### config.mk
export PLATFORM = sky130hd
export DESIGN_NAME = clock_ctrl
export DESIGN_NICKNAME = d
export VERILOG_FILES = /design/src/rtl/clock_pkg.sv /design/src/rtl/clock_ctrl_btn_debounce.sv /design/src/rtl/clock_ctrl.sv
export SDC_FILE = /design/constraint.sdc
export NUM_CORES = 1
export LEC_CHECK = 0
export ABC_AREA = 1
export CAP_MARGIN = 20
export CORE_AREA = 2 2 106 159
export CTS_CLUSTER_DIAMETER = 60
export DETAILED_ROUTE_END_ITERATION = 12
export DIE_AREA = 0 0 108 161
export PLACE_DENSITY = 0.7
export SETUP_SLACK_MARGIN = 0.3
export SKIP_CTS_REPAIR_TIMING = 1
export SYNTH_ARGS = -nofsm -noshare
export SYNTH_HDL_FRONTEND = slang
export SYNTH_SLANG_ARGS = --single-unit
### constraint.sdc
create_clock -name clk_i -period 3.04 [get_ports clk_i]
set_clock_uncertainty 0.1 [all_clocks]
set_input_delay 0.608 -clock clk_i [delete_from_list [all_inputs] [get_ports clk_i]]
set_output_delay 0.608 -clock clk_i [all_outputs]
set_load 0.05 [all_outputs]
### src/rtl/clock_pkg.sv
// Shared types and default timing constants for the front-panel clock controller.
package clock_pkg;

    typedef enum logic [1:0] {
        ST_STOP = 2'd0,
        ST_RUN  = 2'd1,
        ST_HALT = 2'd2
    } state_t;

    typedef logic [1:0] speed_t;

    localparam int unsigned DEF_DEBOUNCE_CYCLES = 250000;
    localparam int unsigned DEF_DIV0            = 25000000;
    localparam int unsigned DEF_DIV1            = 2500000;
    localparam int unsigned DEF_DIV2            = 250000;
    localparam int unsigned DEF_DIV3            = 25000;

    function automatic logic [31:0] div_for_speed(
        input speed_t      speed,
        input logic [31:0] div0,
        input logic [31:0] div1,
        input logic [31:0] div2,
        input logic [31:0] div3
    );
        logic [31:0] div;
        div = div0;
        case (speed)
            2'd1:    div = div1;
            2'd2:    div = div2;
            2'd3:    div = div3;
            default: div = div0;
        endcase
        return div;
    endfunction

endpackage

### src/rtl/clock_ctrl_btn_debounce.sv
// Button conditioner: 2-FF synchronizer, stability counter and one-cycle press pulse
// on each accepted rising level.
module btn_debounce
    import clock_pkg::*;
#(
    parameter int unsigned DEBOUNCE_CYCLES = DEF_DEBOUNCE_CYCLES
) (
    input  logic clk_i,
    input  logic rst,
    input  logic i_btn,
    output logic o_level,
    output logic o_press
);

    logic        r_sync1;
    logic        r_sync2;
    logic        r_level;
    logic        r_press;
    logic [31:0] r_cnt;
    logic        w_diff;
    logic        w_expire;

    assign w_diff   = (r_sync2 != r_level);
    assign w_expire = w_diff && (r_cnt == DEBOUNCE_CYCLES - 1);

    // Any cycle where the synchronized input agrees with the accepted level restarts the count.
    always_ff @(posedge clk_i) begin
        if (rst) begin
            r_sync1 <= 1'b0;
            r_sync2 <= 1'b0;
            r_level <= 1'b0;
            r_press <= 1'b0;
            r_cnt   <= 32'd0;
        end else begin
            r_sync1 <= i_btn;
            r_sync2 <= r_sync1;
            r_press <= w_expire && r_sync2;
            if (!w_diff) begin
                r_cnt <= 32'd0;
            end else if (w_expire) begin
                r_cnt   <= 32'd0;
                r_level <= r_sync2;
            end else begin
                r_cnt <= r_cnt + 32'd1;
            end
        end
    end

    assign o_level = r_level;
    assign o_press = r_press;

endmodule

### src/rtl/clock_ctrl.sv
// Front-panel CPU clock controller: run/stop/halt sequencing, single-step and
// selectable-rate clock enable with a matching visual clock.
//
// state   | meaning
// --------+---------------------------------------------------------------
// ST_STOP | idle; step press issues one enable, cpu_clk_o mirrors step button
// ST_RUN  | free-running; one enable per latched divisor period
// ST_HALT | CPU executed HLT; everything frozen until reset
module clock_ctrl
    import clock_pkg::*;
#(
    parameter int unsigned DEBOUNCE_CYCLES = DEF_DEBOUNCE_CYCLES,
    parameter int unsigned DIV0            = DEF_DIV0,
    parameter int unsigned DIV1            = DEF_DIV1,
    parameter int unsigned DIV2            = DEF_DIV2,
    parameter int unsigned DIV3            = DEF_DIV3
) (
    input  logic       clk_i,
    input  logic       rst,
    input  logic       btn_run_i,
    input  logic       btn_step_i,
    input  logic       btn_speed_i,
    input  logic       halt_i,
    output logic       cpu_clk_en_o,
    output logic       cpu_clk_o,
    output logic       running_o,
    output logic       halted_o,
    output logic [1:0] speed_o
);

    logic        w_run_press,  w_step_press,  w_speed_press;
    logic        w_run_level,  w_step_level,  w_speed_level;
    logic [1:0]  w_unused_levels;

    state_t      r_state,   w_state_nxt;
    logic [31:0] r_cnt,     w_cnt_nxt;
    logic [31:0] r_div,     w_div_nxt;
    logic        r_started, w_started_nxt;
    logic        r_en,      w_en_nxt;
    speed_t      r_speed,   w_speed_nxt;
    logic        w_clk;

    btn_debounce #(.DEBOUNCE_CYCLES(DEBOUNCE_CYCLES)) u_db_run (
        .clk_i(clk_i), .rst(rst), .i_btn(btn_run_i),
        .o_level(w_run_level), .o_press(w_run_press)
    );

    btn_debounce #(.DEBOUNCE_CYCLES(DEBOUNCE_CYCLES)) u_db_step (
        .clk_i(clk_i), .rst(rst), .i_btn(btn_step_i),
        .o_level(w_step_level), .o_press(w_step_press)
    );

    btn_debounce #(.DEBOUNCE_CYCLES(DEBOUNCE_CYCLES)) u_db_speed (
        .clk_i(clk_i), .rst(rst), .i_btn(btn_speed_i),
        .o_level(w_speed_level), .o_press(w_speed_press)
    );

    assign w_unused_levels = {w_run_level, w_speed_level};

    always_ff @(posedge clk_i) begin
        if (rst) begin
            r_state   <= ST_STOP;
            r_cnt     <= 32'd0;
            r_div     <= 32'd0;
            r_started <= 1'b0;
            r_en      <= 1'b0;
            r_speed   <= 2'd0;
        end else begin
            r_state   <= w_state_nxt;
            r_cnt     <= w_cnt_nxt;
            r_div     <= w_div_nxt;
            r_started <= w_started_nxt;
            r_en      <= w_en_nxt;
            r_speed   <= w_speed_nxt;
        end
    end

    // r_started keeps cpu_clk_o low until the first enable of a run.
    always_comb begin
        w_state_nxt   = r_state;
        w_cnt_nxt     = r_cnt;
        w_div_nxt     = r_div;
        w_started_nxt = r_started;
        w_en_nxt      = 1'b0;
        w_speed_nxt   = w_speed_press ? r_speed + 2'd1 : r_speed;
        case (r_state)
            ST_STOP: begin
                if (halt_i) begin
                    w_state_nxt = ST_HALT;
                end else if (w_run_press) begin
                    w_state_nxt   = ST_RUN;
                    w_cnt_nxt     = 32'd0;
                    w_div_nxt     = div_for_speed(r_speed, DIV0, DIV1, DIV2, DIV3);
                    w_started_nxt = 1'b0;
                end else if (w_step_press) begin
                    w_en_nxt = 1'b1;
                end
            end
            ST_RUN: begin
                if (halt_i || w_run_press) begin
                    w_state_nxt   = halt_i ? ST_HALT : ST_STOP;
                    w_cnt_nxt     = 32'd0;
                    w_started_nxt = 1'b0;
                end else if (r_cnt == r_div - 32'd1) begin
                    w_cnt_nxt     = 32'd0;
                    w_div_nxt     = div_for_speed(r_speed, DIV0, DIV1, DIV2, DIV3);
                    w_started_nxt = 1'b1;
                    w_en_nxt      = 1'b1;
                end else begin
                    w_cnt_nxt = r_cnt + 32'd1;
                end
            end
            ST_HALT: begin
                w_state_nxt = ST_HALT;
            end
            default: begin
                w_state_nxt = ST_STOP;
            end
        endcase
    end

    always_comb begin
        w_clk = 1'b0;
        case (r_state)
            ST_STOP: w_clk = w_step_level;
            ST_RUN:  w_clk = r_started && (r_cnt < (r_div >> 1));
            default: w_clk = 1'b0;
        endcase
    end

    // halt_i is synchronous, so gating here blocks an enable in the very cycle HLT appears.
    assign cpu_clk_en_o = r_en && !halt_i;
    assign cpu_clk_o    = w_clk;
    assign running_o    = (r_state == ST_RUN);
    assign halted_o     = (r_state == ST_HALT);
    assign speed_o      = r_speed;

endmodule

==> flow_metrics.py, run 1 <==
metrics = {
    "setup_path": {
        "path_class": "reg -> out",
        "worstPathMaxFanout": 6,
        "end_kind": "primary output",
        "critPathLaunchType": "flip-flop",
        "cp.required_ns": 2.33,
        "cp.arrival_ns": 2.27,
        "ff2ff_setup_slack_ns": 0.48,
        "cp-startpoint": "r_div[16]$_SDFFE_PP0P_",
        "regToRegStartpoint": "r_div[3]$_SDFFE_PP0P_",
    },
    "sta": {
        "holdWs_ns": 0.318,
        "tightest_slew_ns": 1.21,
        "setup_viol_count_final": 0,
        "fmax_mhz": 335,
        "post-route-min-period_ns": 2.98,
        "maxSlewViolCount": 0,
        "fin_setup_tns_ns": 0,
        "finalHoldViolCount": 0,
        "relSlewSlack_pct": 19.4,
        "period_share_pct": 98.1,
        "final.setup.worst_slack_ns": 0.0579,
        "grt_setup_unrepaired": "yes",
    },
    "synth": {
        "synthesis.nets": 1289,
        "synth-async-reset-ratio_pct": 0,
        "synth_seq_area_share_pct": 36.2,
        "ys_ff_latch": 157,
        "ys_warn_count": 0,
        "ys_types": 46,
        "avgSynthCellArea_um2": 6.92,
        "synth.cell_area_mm2": 0.00867,
        "synth_ff_type": "dfxtp_1",
        "synth_edf_count": 0,
        "syn_inst": 1253,
    },
    "detailed_routing": {
        "drt-total-wl_um": 20100,
        "viasPerCell": 5.31,
        "dr.pass1.iters": 7,
        "dr.first_iter.drc_count": 396,
        "via_count": 8027,
        "wl_per_cell_um": 13.3,
        "drc_errors": 0,
        "antenna_left": 0,
    },
    "clock_network": {
        "clkTransAtPathRegs_ns": 0.06,
        "htreeDepth": 4,
        "ctsRootBufferMaster": "clkbuf_16",
        "ctsLongestPathBuffers": 2,
        "cts_made_buffers": 17,
        "cts_tree": "built",
        "clk_latency_ns": 0.43,
        "numClockSinks": 157,
    },
    "finish": {
        "final_net_count": 1329,
        "drive_gt1_share_pct": 10.0,
        "diodes": 0,
        "fin_cells": 1512,
        "nFillCells": 1486,
        "area_growth_pct": 15.2,
        "fin_area_mm2": 0.00998,
    },
    "die": {
        "die_height_um": 161,
        "die_w_um": 108,
        "io_pins": 12,
        "core_area_mm2": 0.0160,
        "die_area_mm2": 0.0174,
        "rows": 57,
        "start_util_pct": 54.0,
    },
    "run": {
        "maxCapViolations": 0,
    },
    "pwr": {
        "ir_worst_vdd_v": 0.000349,
        "powerDensity_mw_per_mm2": 454,
        "leakagePower_nw": 3.73,
    },
    "grt": {
        "grt_overflow_total": 0,
        "antenna_found_initial": 0,
        "first_global_vias": 7669,
        "grt_max_degree": 32,
        "grt_pass1_wl_um": 33800,
        "grt_usage_pct": 23.9,
    },
    "placed_design": {
        "post-place-cells": 1466,
        "place_ws_ns": 0.0975,
        "io_buffers": 11,
        "gp_congestion": 0.991,
        "dp_hpwl_um": 14700,
        "dpl_cell_area_mm2": 0.00906,
    },
    "hold_path": {
        "min_path_type": "reg -> reg",
        "min_from": "u_db_run.r_sync1$_SDFF_PP0_",
    },
    "run_status": {
        "status": "finished clean",
    },
}
[per-stage QoR]
step	total power, mW	utilization, %
6_report	4.53	62.2
5_1_grt	4.67	62.2
4_1_cts	4.56	60.7
3_5_place_dp	2.17	56.5
3_3_place_gp	2.17	56.5
2_1_floorplan	2.15	-
[placed cells by master, fill, tap and decap left out, drive strengths merged, types with 2 or more instances in the layout]
cell             n
a21oi           53
a31o             3
buf             27
bufinv           5
clkbuf          20
clkdlybuf4s50    9
clkinv           7
dfxtp          157
ha              30
inv            170
nand2          262
nand3           81
nand3b           7
nand4           38
nor2           219
nor3            52
nor3b           25
nor4            21
o211ai           6
o21a             4
o21ai           26
o21bai           2
or2             11
xnor2           13
xor2            51
[registers in the layout, summed over array words and instances, names as in the netlist]
signal              cells
u_db_step.o_level       1
r_state                 2
u_db_speed.r_sync2      1
u_db_run.r_sync2        1
r_cnt                  32
u_db_run.r_sync1        1
u_db_step.r_sync1       1
u_db_speed.r_cnt       32
r_en                    1
u_db_run.o_level        1
u_db_speed.r_sync1      1
r_started               1
u_db_speed.o_press      1
u_db_run.r_cnt         32
u_db_step.o_press       1
u_db_step.r_sync2       1
u_db_step.r_cnt        32
u_db_run.o_press        1
r_div                  11
u_db_speed.o_level      1
speed_o                 2
[cell families after synthesis]
group,count (synthesis),synth area share [%]
adder cells (fa/ha/maj),30,4.33
buffers and inverters,188,8.53
AND/OR/NAND/NOR,715,38.0
AO/OA/AOI/OAI,99,6.41
flip-flops,157,36.2
XOR/XNOR,64,6.46
[layout make-up]
| type | count | area (um2) | area share, % |
|---|---|---|---|
| timing repair buffer | 36 | 322 | 3.22 |
| inverter | 170 | 651 | 6.52 |
| sequential | 157 | 3160 | 31.7 |
| clock inverter | 12 | 206 | 2.07 |
| tap | 206 | 258 | 2.58 |
| clock buffer | 20 | 467 | 4.67 |
| multi-input combinational | 911 | 4920 | 49.3 |
[path summary, 6_finish.rpt]
check	end	cells past startpoint
worst max-delay path	cpu_clk_o	10
worst min-delay path	u_db_run.r_sync2$_SDFF_PP0_	2
worst max register to register	r_cnt[27]$_SDFFE_PP0P_	16
worst min register to register	u_db_run.r_sync2$_SDFF_PP0_	2
[critical path, cell delays in order, from the launching register on]
cell and delay [ns]:
dfxtp_4 0.39, inv_1 0.10, ha_1 0.31, nand2_1 0.08
nor2_1 0.18, a21oi_1 0.11, o211ai_1 0.24, nand4_1 0.12
nand2_1 0.10, nand2_2 0.07, buf_12 0.14
[power breakdown]
group	internal (mW)	switching (mW)	total (mW)
Clock	1.53	0.864	2.40
Sequential	2.06	0.00431	2.06
Combinational	0.0242	0.0477	0.0719
Total	3.62	0.916	4.53
[routing by layer]
layer,global-route usage [%],wire (um),vias to the layer above
met4,12.5,902,0
met3,5.13,867,70
met2,41.9,10100,171
met1,26.7,8210,3638
met5,0,0,-
li1,-,-,4148
[cell usage after synthesis, types with 2 or more instances]
cell type / instances / area (um2)
or2_2: 8 / 50.1
nand3_1: 79 / 395
or2_0: 2 / 12.5
buf_6: 2 / 22.5
a21oi_1: 53 / 265
nor3b_1: 25 / 188
nor3_1: 48 / 240
nand3b_1: 7 / 52.6
o21a_1: 4 / 30.0
xnor2_1: 13 / 114
nand2_2: 5 / 31.3
ha_1: 30 / 375
nor2_4: 2 / 22.5
a31o_2: 3 / 26.3
inv_1: 167 / 627
nor4_1: 21 / 131
nand2_1: 252 / 946
xor2_1: 51 / 447
inv_2: 2 / 7.51
dfxtp_1: 157 / 3140
clkbuf_1: 9 / 33.8
nand4_1: 38 / 238
o21ai_0: 25 / 125
buf_1: 4 / 15.0
nand2_4: 2 / 22.5
buf_4: 2 / 15.0
nor2_2: 19 / 119
o211ai_1: 6 / 45.0
nor2_1: 197 / 739
nor3_2: 4 / 40.0
(Power assumes the default switching activity.)
==> run 2, diff against run 1 <==
--- a/config.mk
+++ b/config.mk
@@ -14,6 +14,7 @@
 export PLACE_DENSITY = 0.7
 export SETUP_SLACK_MARGIN = 0.3
 export SKIP_CTS_REPAIR_TIMING = 1
+export SLEW_MARGIN = 25
 export SYNTH_ARGS = -nofsm -noshare
 export SYNTH_HDL_FRONTEND = slang
 export SYNTH_SLANG_ARGS = --single-unit
==> results of run 2 <==
No change in the layout: final DEF, timing and power equal those of run 1.
